<file path="src/rtl/reg_trace_capture_if.sv">
// reg_trace_capture_if
//   Byte stream carrying trace records from reg_trace_capture to a sink
//   (UART, trace dump, testbench).
//
//   Signals
//     out_data   8  current stream byte (driven by master)
//     out_valid  1  out_data holds a byte (driven by master)
//     out_ready  1  sink can take a byte (driven by slave)
//
//   Handshake: a byte transfers on a rising clk edge where out_valid && out_ready.
//   Once out_valid is raised, the master holds out_data and out_valid
//   unchanged until that transfer happens. The only exception is reset, which
//   abandons the byte. out_valid does not depend on out_ready, and the slave
//   may raise or lower out_ready at any time.
interface reg_trace_capture_if;
  logic [7:0] out_data;
  logic       out_valid;
  logic       out_ready;

  modport master (output out_data, output out_valid, input out_ready);
  modport slave  (input out_data, input out_valid, output out_ready);
endinterface

</file>
<file path="src/rtl/reg_trace_capture.sv">
// reg_trace_capture
//   Watches the register file's 64-bit debug snapshot. Whenever the snapshot
//   differs from the previous cycle's value (and capture is enabled), it queues
//   {cycle stamp, snapshot} in a small FIFO. Queued records are serialised as
//   11-byte records on a valid/ready byte stream:
//     0xA5, stamp[15:8], stamp[7:0], A, M, L, H, E, D, C, B
//
//   Ports
//     clk        in   rising-edge clock
//     rst        in   asynchronous active-high reset
//     en         in   capture enable (gates new records only; draining continues)
//     regs_flat  in   64-bit snapshot {A,M,L,H,E,D,C,B}, A in [63:56]
//     trace      if   master side of the byte stream (out_data/out_valid/out_ready)
//     count      out  records waiting in the FIFO (excludes the record being sent)
//     overflow   out  sticky: a record was dropped because the FIFO was full
//     dropped    out  saturating count of dropped records
//     dbg_state  out  serializer FSM state (0 = IDLE, 1 = SEND)
module reg_trace_capture #(
  parameter int DEPTH   = 8,
  parameter int STAMP_W = 16
) (
  input  logic                       clk,
  input  logic                       rst,
  input  logic                       en,
  input  logic [63:0]                regs_flat,
  reg_trace_capture_if.master        trace,
  output logic [$clog2(DEPTH+1)-1:0] count,
  output logic                       overflow,
  output logic [7:0]                 dropped,
  output logic                       dbg_state
);

  localparam int AW     = (DEPTH > 1) ? $clog2(DEPTH) : 1;
  localparam int CW     = $clog2(DEPTH + 1);
  localparam int REC_W  = STAMP_W + 64;
  localparam int SH_W   = REC_W + 8;
  localparam int NBYTES = SH_W / 8;

  typedef enum logic {
    S_IDLE = 1'b0,
    S_SEND = 1'b1
  } state_t;

  state_t              state_q;
  logic [STAMP_W-1:0]  stamp_q;
  logic [63:0]         prev_q;
  logic [REC_W-1:0]    mem [DEPTH];
  logic [AW-1:0]       wr_ptr_q, rd_ptr_q;
  logic [CW-1:0]       count_q;
  logic [SH_W-1:0]     sh_q;
  logic [3:0]          idx_q;
  logic                valid_q;
  logic                overflow_q;
  logic [7:0]          dropped_q;

  logic accept, last_accept, full, pop, push_req, push, drop;

  always_comb begin
    accept      = valid_q && trace.out_ready;
    last_accept = accept && (idx_q == 4'(NBYTES - 1));
    full        = (count_q == CW'(DEPTH));
    // Pop either to start from IDLE or to chain the next record onto the
    // final byte of the current one, so back-to-back records have no bubble.
    pop         = (count_q != '0) && ((state_q == S_IDLE) || last_accept);
    push_req    = en && (regs_flat != prev_q);
    // A full FIFO still accepts a push when a pop frees the head slot on the
    // same edge; the read uses the old head before the write lands.
    push        = push_req && (!full || pop);
    drop        = push_req && full && !pop;
  end

  // Record storage has no reset; only pointers and count define its contents.
  always_ff @(posedge clk) begin
    if (push) mem[wr_ptr_q] <= {stamp_q, regs_flat};
  end

  always_ff @(posedge clk or posedge rst) begin
    if (rst) begin
      state_q    <= S_IDLE;
      stamp_q    <= '0;
      prev_q     <= '0;
      wr_ptr_q   <= '0;
      rd_ptr_q   <= '0;
      count_q    <= '0;
      sh_q       <= '0;
      idx_q      <= '0;
      valid_q    <= 1'b0;
      overflow_q <= 1'b0;
      dropped_q  <= '0;
    end else begin
      stamp_q <= stamp_q + 1'b1;
      prev_q  <= regs_flat;

      if (push) wr_ptr_q <= wr_ptr_q + 1'b1;
      if (pop)  rd_ptr_q <= rd_ptr_q + 1'b1;
      case ({push, pop})
        2'b10:   count_q <= count_q + 1'b1;
        2'b01:   count_q <= count_q - 1'b1;
        default: count_q <= count_q;
      endcase

      if (drop) begin
        overflow_q <= 1'b1;
        if (dropped_q != 8'hFF) dropped_q <= dropped_q + 8'd1;
      end

      case (state_q)
        S_IDLE: begin
          if (pop) begin
            sh_q    <= {8'hA5, mem[rd_ptr_q]};
            idx_q   <= '0;
            valid_q <= 1'b1;
            state_q <= S_SEND;
          end
        end
        S_SEND: begin
          if (last_accept) begin
            if (pop) begin
              sh_q  <= {8'hA5, mem[rd_ptr_q]};
              idx_q <= '0;
            end else begin
              valid_q <= 1'b0;
              state_q <= S_IDLE;
            end
          end else if (accept) begin
            // Current byte always sits in the top 8 bits.
            sh_q  <= {sh_q[SH_W-9:0], 8'h00};
            idx_q <= idx_q + 4'd1;
          end
        end
        default: state_q <= S_IDLE;
      endcase
    end
  end

  assign trace.out_data  = sh_q[SH_W-1 -: 8];
  assign trace.out_valid = valid_q;
  assign count           = count_q;
  assign overflow        = overflow_q;
  assign dropped         = dropped_q;
  assign dbg_state       = state_q;

endmodule
</file>
<file path="src/flat_wrapper.sv">
// flat-port wrapper written by rule: the top's interface ports become plain ports
module reg_trace_capture_flat 
#(
  parameter int DEPTH   = 8,
  parameter int STAMP_W = 16
)
  (clk, rst, en, regs_flat, count, overflow, dropped, dbg_state, trace_out_data, trace_out_valid, trace_out_ready);
  reg_trace_capture_if trace_i ();
  input  logic clk;
  input  logic rst;
  input  logic en;
  input  logic [63:0] regs_flat;
  output logic [$clog2(DEPTH+1)-1:0] count;
  output logic overflow;
  output logic [7:0] dropped;
  output logic dbg_state;
  output wire logic [$bits(trace_i.out_data)-1:0] trace_out_data;
  output wire logic [$bits(trace_i.out_valid)-1:0] trace_out_valid;
  input wire logic [$bits(trace_i.out_ready)-1:0] trace_out_ready;
  assign trace_out_data = trace_i.out_data;
  assign trace_out_valid = trace_i.out_valid;
  assign trace_i.out_ready = trace_out_ready;
  reg_trace_capture #(.DEPTH(DEPTH), .STAMP_W(STAMP_W)) u_core (.clk(clk), .rst(rst), .en(en), .regs_flat(regs_flat), .trace(trace_i), .count(count), .overflow(overflow), .dropped(dropped), .dbg_state(dbg_state));
endmodule
</file>
<file path="config.mk">
export PLATFORM = sky130hd
export DESIGN_NAME = reg_trace_capture_flat
export DESIGN_NICKNAME = d
export VERILOG_FILES = /design/src/rtl/reg_trace_capture_if.sv /design/src/rtl/reg_trace_capture.sv /design/src/flat_wrapper.sv
export SDC_FILE = /design/constraint.sdc
export NUM_CORES = 1
export LEC_CHECK = 0
export CORE_ASPECT_RATIO = 0.75
export CORE_MARGIN = 3
export CORE_UTILIZATION = 55
export CTS_CLUSTER_SIZE = 8
export DETAILED_ROUTE_END_ITERATION = 10
export GPL_TIMING_DRIVEN = 0
export PLACE_DENSITY = 0.77
export SLEW_MARGIN = 20
export SYNTH_ARGS = -nofsm -noshare
export SYNTH_HDL_FRONTEND = slang
export SYNTH_SLANG_ARGS = --single-unit
</file>
<file path="constraint.sdc">
create_clock -name clk -period 10.45 [get_ports clk]
set_clock_uncertainty 0.15 [all_clocks]
set_input_delay 1.045 -clock clk [delete_from_list [all_inputs] [get_ports clk]]
set_output_delay 1.045 -clock clk [all_outputs]
set_load 0.05 [all_outputs]
</file>
# After elaboration in Yosys (flattened, before gate mapping)
# Memories as Yosys holds them, arrays and structs flattened.
# Cells that the tools add are included.
# totals
inputBits	68
elab_cells	63
ram_bits	640
out_inout_bits	23
reg_bits	193
n_memories	1
# classes
n_eq_ne	10
add_sub_neg	7
bitwise_logic	1
n_mux	18
n_reduce_logical	15
# mem_list
name	depth	word_bits	read_ports	rd_ports_with_merged_regs	wr	line_no	source
u_core.mem	8	80	1	0	1	reg_trace_capture.sv:47	logic [REC_W-1:0] mem [DEPTH];
# op_table
operator	count
88-bit two-way mux	3
88-bit one-hot mux with 2 select lines	1
64-bit inequality test	1
16-bit by 1-bit adder with 16-bit output (second input constant)	1
4-bit one-hot mux with 2 select lines	2
4-bit two-way mux	3
4-bit by 1-bit adder with 4-bit output (second input constant)	2
8-bit by 1-bit adder with 8-bit output (second input constant)	1
4-bit equality test (second input constant)	2
8-bit inequality test (second input constant)	1
1-bit logical AND	7
1-bit two-way mux	7
3-bit by 1-bit adder with 3-bit output (second input constant)	2
2-bit inequality test (second input constant)	2
1-bit one-hot mux with 2 select lines	2
4-bit nonzero test	1
4-bit by 1-bit subtractor with 4-bit output (second input constant)	1
3-bit inequality test (second input constant)	1
3-bit AND reduction	1
2-bit by 1-bit equality test with 1-bit output (second input constant)	1
2-bit equality test (second input constant)	1
1-bit logical NOT	2
1-bit logical OR	2
2-bit by 1-bit inequality test with 1-bit output (second input constant)	1
other kinds (3)	3

# Logic depth before layout (Yosys ltp)
# Gate-level depths: netlist of the first run.
# depth
word_depth	8
mapped_depth	14
ltp_nobuf	13

# Least setup slack after synthesis of the first run
# Ideal clock, no wire load.
# synth_timing
path_type	input port to flip-flop
startpoint	input trace_out_ready
endpoint	memory u_core.mem[2][0] (netlist name), enable pin
path_stages	7
slack_ns	-0.617
arrival_ns	10.174
setup_ns	0.743
n_path_buf	1
required_time_ns	9.557
cell_sequence	nand2_1 > o21a_1 > nand3_1 > nand2_1 > or2_1 > buf_2 > nor4b_1
# synth_via
elab_chain_cells	8
# synth_lines
item	line_no	source
from (decl)	flat_wrapper.sv:19	input wire logic [$bits(trace_i.out_ready)-1:0] trace_out_ready;
1-bit logical AND	reg_trace_capture.sv:59	accept = valid_q && trace.out_ready;
1-bit logical AND	reg_trace_capture.sv:60	last_accept = accept && (idx_q == 4'(NBYTES - 1));
1-bit logical OR	reg_trace_capture.sv:64	pop = (count_q != '0) && ((state_q == S_IDLE) || last_accept);
1-bit logical AND	reg_trace_capture.sv:64	
1-bit logical OR	reg_trace_capture.sv:68	push = push_req && (!full || pop);
1-bit logical AND	reg_trace_capture.sv:68	
1-bit two-way mux	reg_trace_capture.sv:74	if (push) mem[wr_ptr_q] <= {stamp_q, regs_flat};
1-bit two-way mux (implied by the code)	reg_trace_capture.sv:74	
to (decl)	reg_trace_capture.sv:47	
# Every way passes these cells.

# Worst setup path in the final report of the first run
# layout_timing
startpoint	input regs_flat[52]
endpoint	memory u_core.mem[0][32] (netlist name), enable pin
# layout_via
elab_chain_cells	5
# layout_lines
item	line_no	source
from (decl)	flat_wrapper.sv:12	input logic [63:0] regs_flat;
64-bit inequality test	reg_trace_capture.sv:65	push_req = en && (regs_flat != prev_q);
1-bit logical AND	reg_trace_capture.sv:65	
1-bit logical AND	reg_trace_capture.sv:68	
1-bit two-way mux	reg_trace_capture.sv:74	
1-bit two-way mux (implied by the code)	reg_trace_capture.sv:74	
# Every way passes these cells.

==> results of run 1 <==
-- worst min-delay path, cell delays in order, from the launching register on --
cell	delay [ns]
dfrtp_1	0.34
nand2_1	0.06
nand2_1	0.06
-- final timing paths --
path | endpoint | slack, ns | depth (start not counted)
worst min-delay path | u_core.sh_q[85]$_DFFE_PP0P_ | 0.34 | 2
min in group asynchronous | u_core.sh_q[84]$_DFFE_PP0P_ | 0.61 | 2
max in group asynchronous | u_core.prev_q[59]$_DFF_PP0_ | 8.78 | 3
worst min register to register | u_core.sh_q[85]$_DFFE_PP0P_ | 0.34 | 2
worst max-delay path | u_core.mem[0][32]$_DFFE_PP_ | 4.70 | 15
worst max register to register | u_core.mem[0][32]$_DFFE_PP_ | 5.40 | 14
-- metrics by stage --
stage               power, mW  setup TNS (ns)  hold slack [ns]
CTS                     10.37               0           0.3243
finish                  10.33               0           0.3358
floorplan               6.072         -192.92           0.2882
global placement        6.950        -5660.64           0.3091
global route            10.71               0           0.3548
detailed placement      6.965               0           0.3216
-- Yosys cell counts (2+ instances only) --
master,number,area share
buf_1,12,0.0014
dfrtp_1,193,0.15
nor3_1,76,0.012
clkbuf_1,50,0.0059
buf_4,8,0.0019
mux4_2,160,0.11
o21ai_1,7,0.0011
a21o_1,2,0.00047
a31oi_1,2,0.00039
mux2i_1,81,0.025
and3_1,5,0.00098
a21oi_1,3,0.00047
nand2_1,31,0.0037
nor2_1,91,0.011
nand3_1,16,0.0025
nor4_1,19,0.0037
a211oi_1,80,0.019
mux2_1,4,0.0014
nand4_1,10,0.0020
xnor2_1,22,0.0061
edfxtp_1,640,0.60
o21ai_0,3,0.00047
nor4b_1,4,0.0011
xor2_1,70,0.019
buf_2,22,0.0035
inv_1,8,0.00094
ha_1,8,0.0031
-- power by group --
| group | switching [mW] | internal [mW] | total, mW |
|---|---|---|---|
| clock | 1.33 | 2.06 | 3.39 |
| sequential | 0.234 | 4.14 | 4.38 |
| combinational | 1.50 | 1.07 | 2.56 |
-- final cells by class --
cell class | count | area, sq um | share of cell area
clock inverter | 7 | 72.57 | 0.001911
antenna | 3 | 7.507 | 0.0001977
tap | 770 | 963.4 | 0.02537
clock buffer | 209 | 3231 | 0.08508
inverter | 8 | 37.54 | 0.0009885
timing repair buffer | 223 | 1802 | 0.04745
multi-input combinational | 707 | 7408 | 0.1951
sequential | 833 | 24050 | 0.6333
buffer | 92 | 402.9 | 0.01061
-- logic make-up after synthesis --
group | share of synthesized area
simple gates | 0.03918
compound gates | 0.02279
mux | 0.1401
buf+inv | 0.01360
fa+ha+maj | 0.003773
xor+xnor | 0.02531
flops | 0.7553
-- state kept, by name, summed over array words and instances (netlist names) --
| signal | flops |
|---|---|
| u_core.rd_ptr_q | 3 |
| u_core.idx_q | 4 |
| u_core.wr_ptr_q | 3 |
| u_core.prev_q | 64 |
| u_core.count | 4 |
| u_core.sh_q | 88 |
| u_core.stamp_q | 16 |
| u_core.mem | 640 |
| u_core.dropped | 8 |
| u_core.trace.out_valid | 1 |
| u_core.overflow | 1 |
| u_core.dbg_state | 1 |
-- per-layer routing --
layer,wire length (um),vias to the layer above
li1,-,7271
met1,31010,8979
met2,34590,904
met3,7606,129
met4,1555,12
met5,80,-
==> impl_results.md, run 1 <==
- Run status: complete, no violations
- CP arrival: 5.95 ns
- Vias per inst: 6.064
- Critical-path top delay cell: nor4_2
- Worst-Skew Late Latency: 0.66 ns
- CP most frequent cell: buf_2
- Antenna-violating nets left: 0
- WP data required: 10.65 ns
- Max_cap viols: 0
- CTS Buffer Depth: 3
- Final GP Congestion: 0.8594
- Most used DFF post-synth: edfxtp_1
- Max stage delay on crit path: 0.78 ns
- Startpoint types: input port
- Worst Max-Slew Pin Slew: 1.090 ns
- EDFF count, synth: 640
- Filler Cell Count: 3564
- Min-Delay Startpoint: u_core.sh_q[77]$_DFFE_PP0P_
- Row count: 75
- Largest net degree at the start of global routing: 87
- Final worst setup slack: 4.696 ns
- Worst Setup SP: regs_flat[52]
- Post-synthesis async set-or-reset flop share: 0.2317
- Cell area after synthesis: 31840 sq um
- Die Y: 214.4 um
- Initial antenna violation count: 8
- Maximum fanout along the worst path: 10
- Cells after Synth: 1640
- Global Route met2 Usage: 0.3717
- Initial Util: 0.5627
- Most frequent cells in the layout: edfxtp_1, dfrtp_1, mux4_2
- DR pass1 iterations: 5
- RR Startpoint: u_core.prev_q[4]$_DFF_PP0_
- Tot GR Track Use: 0.2494
- WL per Instance: 26.24 um
- Sequential fraction of the synthesis area: 0.7553
- Final setup viols: 0
- Min-Delay Path Class: register to register
- CP top delay family: buffers and inverters
- CTS tree: done
- Drt total wl: 74840 um
- First-pass GRT wire length: 112600 um
- Core region area: 56590 sq um
- Worst-path cell chain: clkdlybuf4s50_1, xor2_1, nor4_1, nand4_1, nor4_4, or2_1, buf_2, nor4_2, buf_2, buf_4, buf_2, buf_2, buf_2, buf_2, buf_2
- Final core utilization: 0.6711
- Slew margin rel.: 0.2736
- Fin crit share: 0.5506
- Gr busiest metal: met2
- Buffers and inverters on the worst path: 9
- HPWL after detailed placement: 49960 um
- Post-cts hold buffer count: 0
- PwrDens: 272.0 nW/um^2
- Post-Syn Nets: 1717
- Area Growth Syn to Fin: 19.26%
- Post-CTS Setup Repair Bufs: 0
- Crit. End Element: register
- Setup CP Type: input port to register
- DR DRC count: 0
- Num Clock Sinks: 833
- LEAKAGE: 13.05 nW
- Post-synthesis register bit count: 833
- Quantity of I/O buffers inserted on ports: 90
- Via Count: 17.30k
- Finished Layout Cells: 2852
- Layout cell share with drive strength beyond 1: 0.2208
- Final Hold Viols: 0
- CTS resizes: 0
- Die Width: 283.8 um
- Area after DPL: 34660 sq um
- Syn. warnings: 0
- H-Tree Depth: 3
- Maximum VDD drop: 0.1714 mV
- Max-slew violations: 0
- Met3 Usage GRT: 0.07024
- Total gr overflow: 0
- DP Worst Slack: 4.278 ns
- # nets final: 2056
- Die Area: 60840 sq um
- Ports: 91
- Yosys cell types: 40
- Post-route cell area: 37970 sq um
- Starting DRT DRC Count: 2036
- Inst Count DP: 2633
- Vias in the first global route: 17.74k
- Grt met1 use: 0.3674
- RSZ-0062 raised after global routing: no
- Clock root cell: clkbuf_16
- Fmax: 0.1738 GHz
- Min Tclk post-route: 5.754 ns
- TritonCTS buffer count: 114
- Commonest non-fill, non-tap cell in the layout: edfxtp_1
- Syn_area_per_cell: 19.41 sq um
- CTS clk-pin slew, worst paths: 0.05 ns
Power figures use the tool's default switching activity.
==> inputs of run 2 (changes only) <==
Settings changed: CORE_UTILIZATION 55 to 60, PLACE_DENSITY 0.77 to 0.8.
Clock period 10.45 ns to 5.4 ns, I/O delays scaled along.
==> impl_results.md, run 2 (synthesized netlist as in run 1, its figures left out) <==
- Run status: complete, no violations
- Internal: 14.10 mW
- Switching share of total power: 0.2991
- DR pass1 iterations: 5
- Min Tclk post-route: 4.702 ns
- Initial antenna violation count: 8
- CTS resizes: 0
- Worst-Skew Late Latency: 0.68 ns
- Max_cap viols: 0
- RSZ-0062 raised after global routing: no
- Combinational share of power: 0.253
- Post-route cell area: 37960 sq um
- Drt total wl: 76730 um
- Largest registers: u_core.mem (640), u_core.sh_q (88), u_core.prev_q (64)
- Slew margin rel.: 0.2185
- Fin crit share: 0.8707
- Switching power: 6.015 mW
- Max reg flops: 640
- Quantity of I/O buffers inserted on ports: 90
- CTS Buffer Depth: 3
- Num Clock Sinks: 833
- Startpoint types: input port
- Commonest non-fill, non-tap cell in the layout: edfxtp_1
- Critical-path top delay cell: nor4b_4
- Filler Cell Count: 2943
- Final core utilization: 0.7303
- PwrDens: 529.8 nW/um^2
- Via Count: 17.25k
- Die Area: 55890 sq um
- HPWL after detailed placement: 48360 um
- Post-CTS Setup Repair Bufs: 0
- Vias in the first global route: 17.75k
- Fmax: 0.2127 GHz
- Crit. End Element: register
- Clock root cell: clkbuf_16
- TritonCTS buffer count: 114
- CP most frequent cell: buf_6
- Die Y: 205.5 um
- Area after DPL: 34660 sq um
- # nets final: 2000
- Final GP Congestion: 0.8600
- LEAKAGE: 12.83 nW
- Worst Max-Slew Pin Slew: 1.162 ns
- Post-cts hold buffer count: 0
- Setup CP Type: input port to register
- Max-slew violations: 0
- Die Width: 272.0 um
- Core region area: 51980 sq um
- Max stage delay on crit path: 0.79 ns
- CP arrival: 4.89 ns
- Maximum VDD drop: 0.3418 mV
- Initial Util: 0.6125
- First-pass GRT wire length: 114200 um
- Largest net degree at the start of global routing: 100
- Total gr overflow: 0
- Most frequent cells in the layout: edfxtp_1, dfrtp_1, mux4_2
- Maximum fanout along the worst path: 10
- CTS tree: done
- Vias per inst: 6.329
- Starting DRT DRC Count: 2130
- H-Tree Depth: 3
- Ports: 91
- Worst-path cell chain: clkdlybuf4s50_1, xor2_1, nor4_1, nand4_1, nor4_4, or2_1, buf_2, nor4b_4, buf_6, buf_6, buf_6, buf_6, buf_4
- CTS clk-pin slew, worst paths: 0.05 ns
- Tot GR Track Use: 0.2827
- Row count: 72
- Largest Register: u_core.mem
- DP Worst Slack: 0.2483 ns
- Min-Delay Path Class: input port to async pin
- Proportion of power drawn by the clock network: 0.325
- Sequential Power Share: 0.422
- Final setup viols: 0
- Area Growth Syn to Fin: 19.22%
- Antenna-violating nets left: 0
- WL per Instance: 28.16 um
- Layout cell share with drive strength beyond 1: 0.1998
- WP data required: 5.59 ns
- DR DRC count: 0
- Final Hold Viols: 0
- Final worst setup slack: 0.6981 ns
==> run 2: cell count changes in the layout (fill, tap and decap cells not counted), sizes merged <==
cell	delta
diode	+2
buf	-56
clkbuf	-6
==> run 2: final timing paths <==
check,depth (start not counted),startpoint,slack [ns],endpoint
worst min register to register,2,u_core.sh_q[72]$_DFFE_PP0P_,0.33,u_core.sh_q[80]$_DFFE_PP0P_
worst max-delay path,13,regs_flat[15],0.70,u_core.mem[2][32]$_DFFE_PP_
min in group clk,2,u_core.sh_q[72]$_DFFE_PP0P_,0.33,u_core.sh_q[80]$_DFFE_PP0P_
worst max register to register,12,u_core.prev_q[5]$_DFF_PP0_,0.86,u_core.mem[2][32]$_DFFE_PP_
max in group asynchronous,4,rst,3.85,u_core.prev_q[48]$_DFF_PP0_
worst min-delay path,2,rst,0.06,u_core.sh_q[83]$_DFFE_PP0P_
==> run 2: layout make-up <==
type                    count  area [sq um]  share of cell area
diodes                      5         12.51           0.0003296
multi-input cells         707          7473              0.1969
repair buffers            167          1826             0.04809
well taps                 703         879.6             0.02317
clock inverters             7         72.57            0.001912
clock buffers             203          3208             0.08451
flip-flops and latches    833         24050              0.6335
inverters                   8         37.54           0.0009888
plain buffers              92         402.9             0.01061
==> run 2: metrics by stage <==
stage / hold WS [ns] / cells / TNS (ns) / total power [mW]
after floorplan: 0.2882 / 1640 / -760.06 / 11.68
after global placement: 0.3038 / 2433 / -4686.57 / 13.25
after detailed placement: 0.3089 / 2510 / 0 / 13.54
after CTS: 0.04406 / 2720 / 0 / 20.15
after global routing: 0.07122 / 2722 / 0 / 20.82
final: 0.05567 / 2725 / 0 / 20.11
==> run 2: power by group through the flow <==
stage / Clock, mW / Sequential, mW / Combinational (mW)
finish: 6.54 / 8.48 / 5.09
global route: 6.91 / 8.54 / 5.37
CTS: 6.60 / 8.46 / 5.09
detailed placement: 0 / 8.55 / 4.99
global placement: 0 / 8.69 / 4.56
floorplan: 0 / 8.59 / 3.08
==> run 2: critical path, delay by kind of cell <==
kind,cells,cell delay (ns)
buf+inv,7,1.88
simple gates,5,1.74
xor+xnor,1,0.70
==> run 2: routing by layer <==
metal / share of wire / wire, um / vias up / GRT usage
li1: - / - / 7158 / -
met5: 0.00091 / 70 / - / 0
met4: 0.030 / 2291 / 12 / 0.08943
met3: 0.10 / 8049 / 186 / 0.08650
met1: 0.40 / 30430 / 8930 / 0.4028
met2: 0.47 / 35880 / 960 / 0.4287
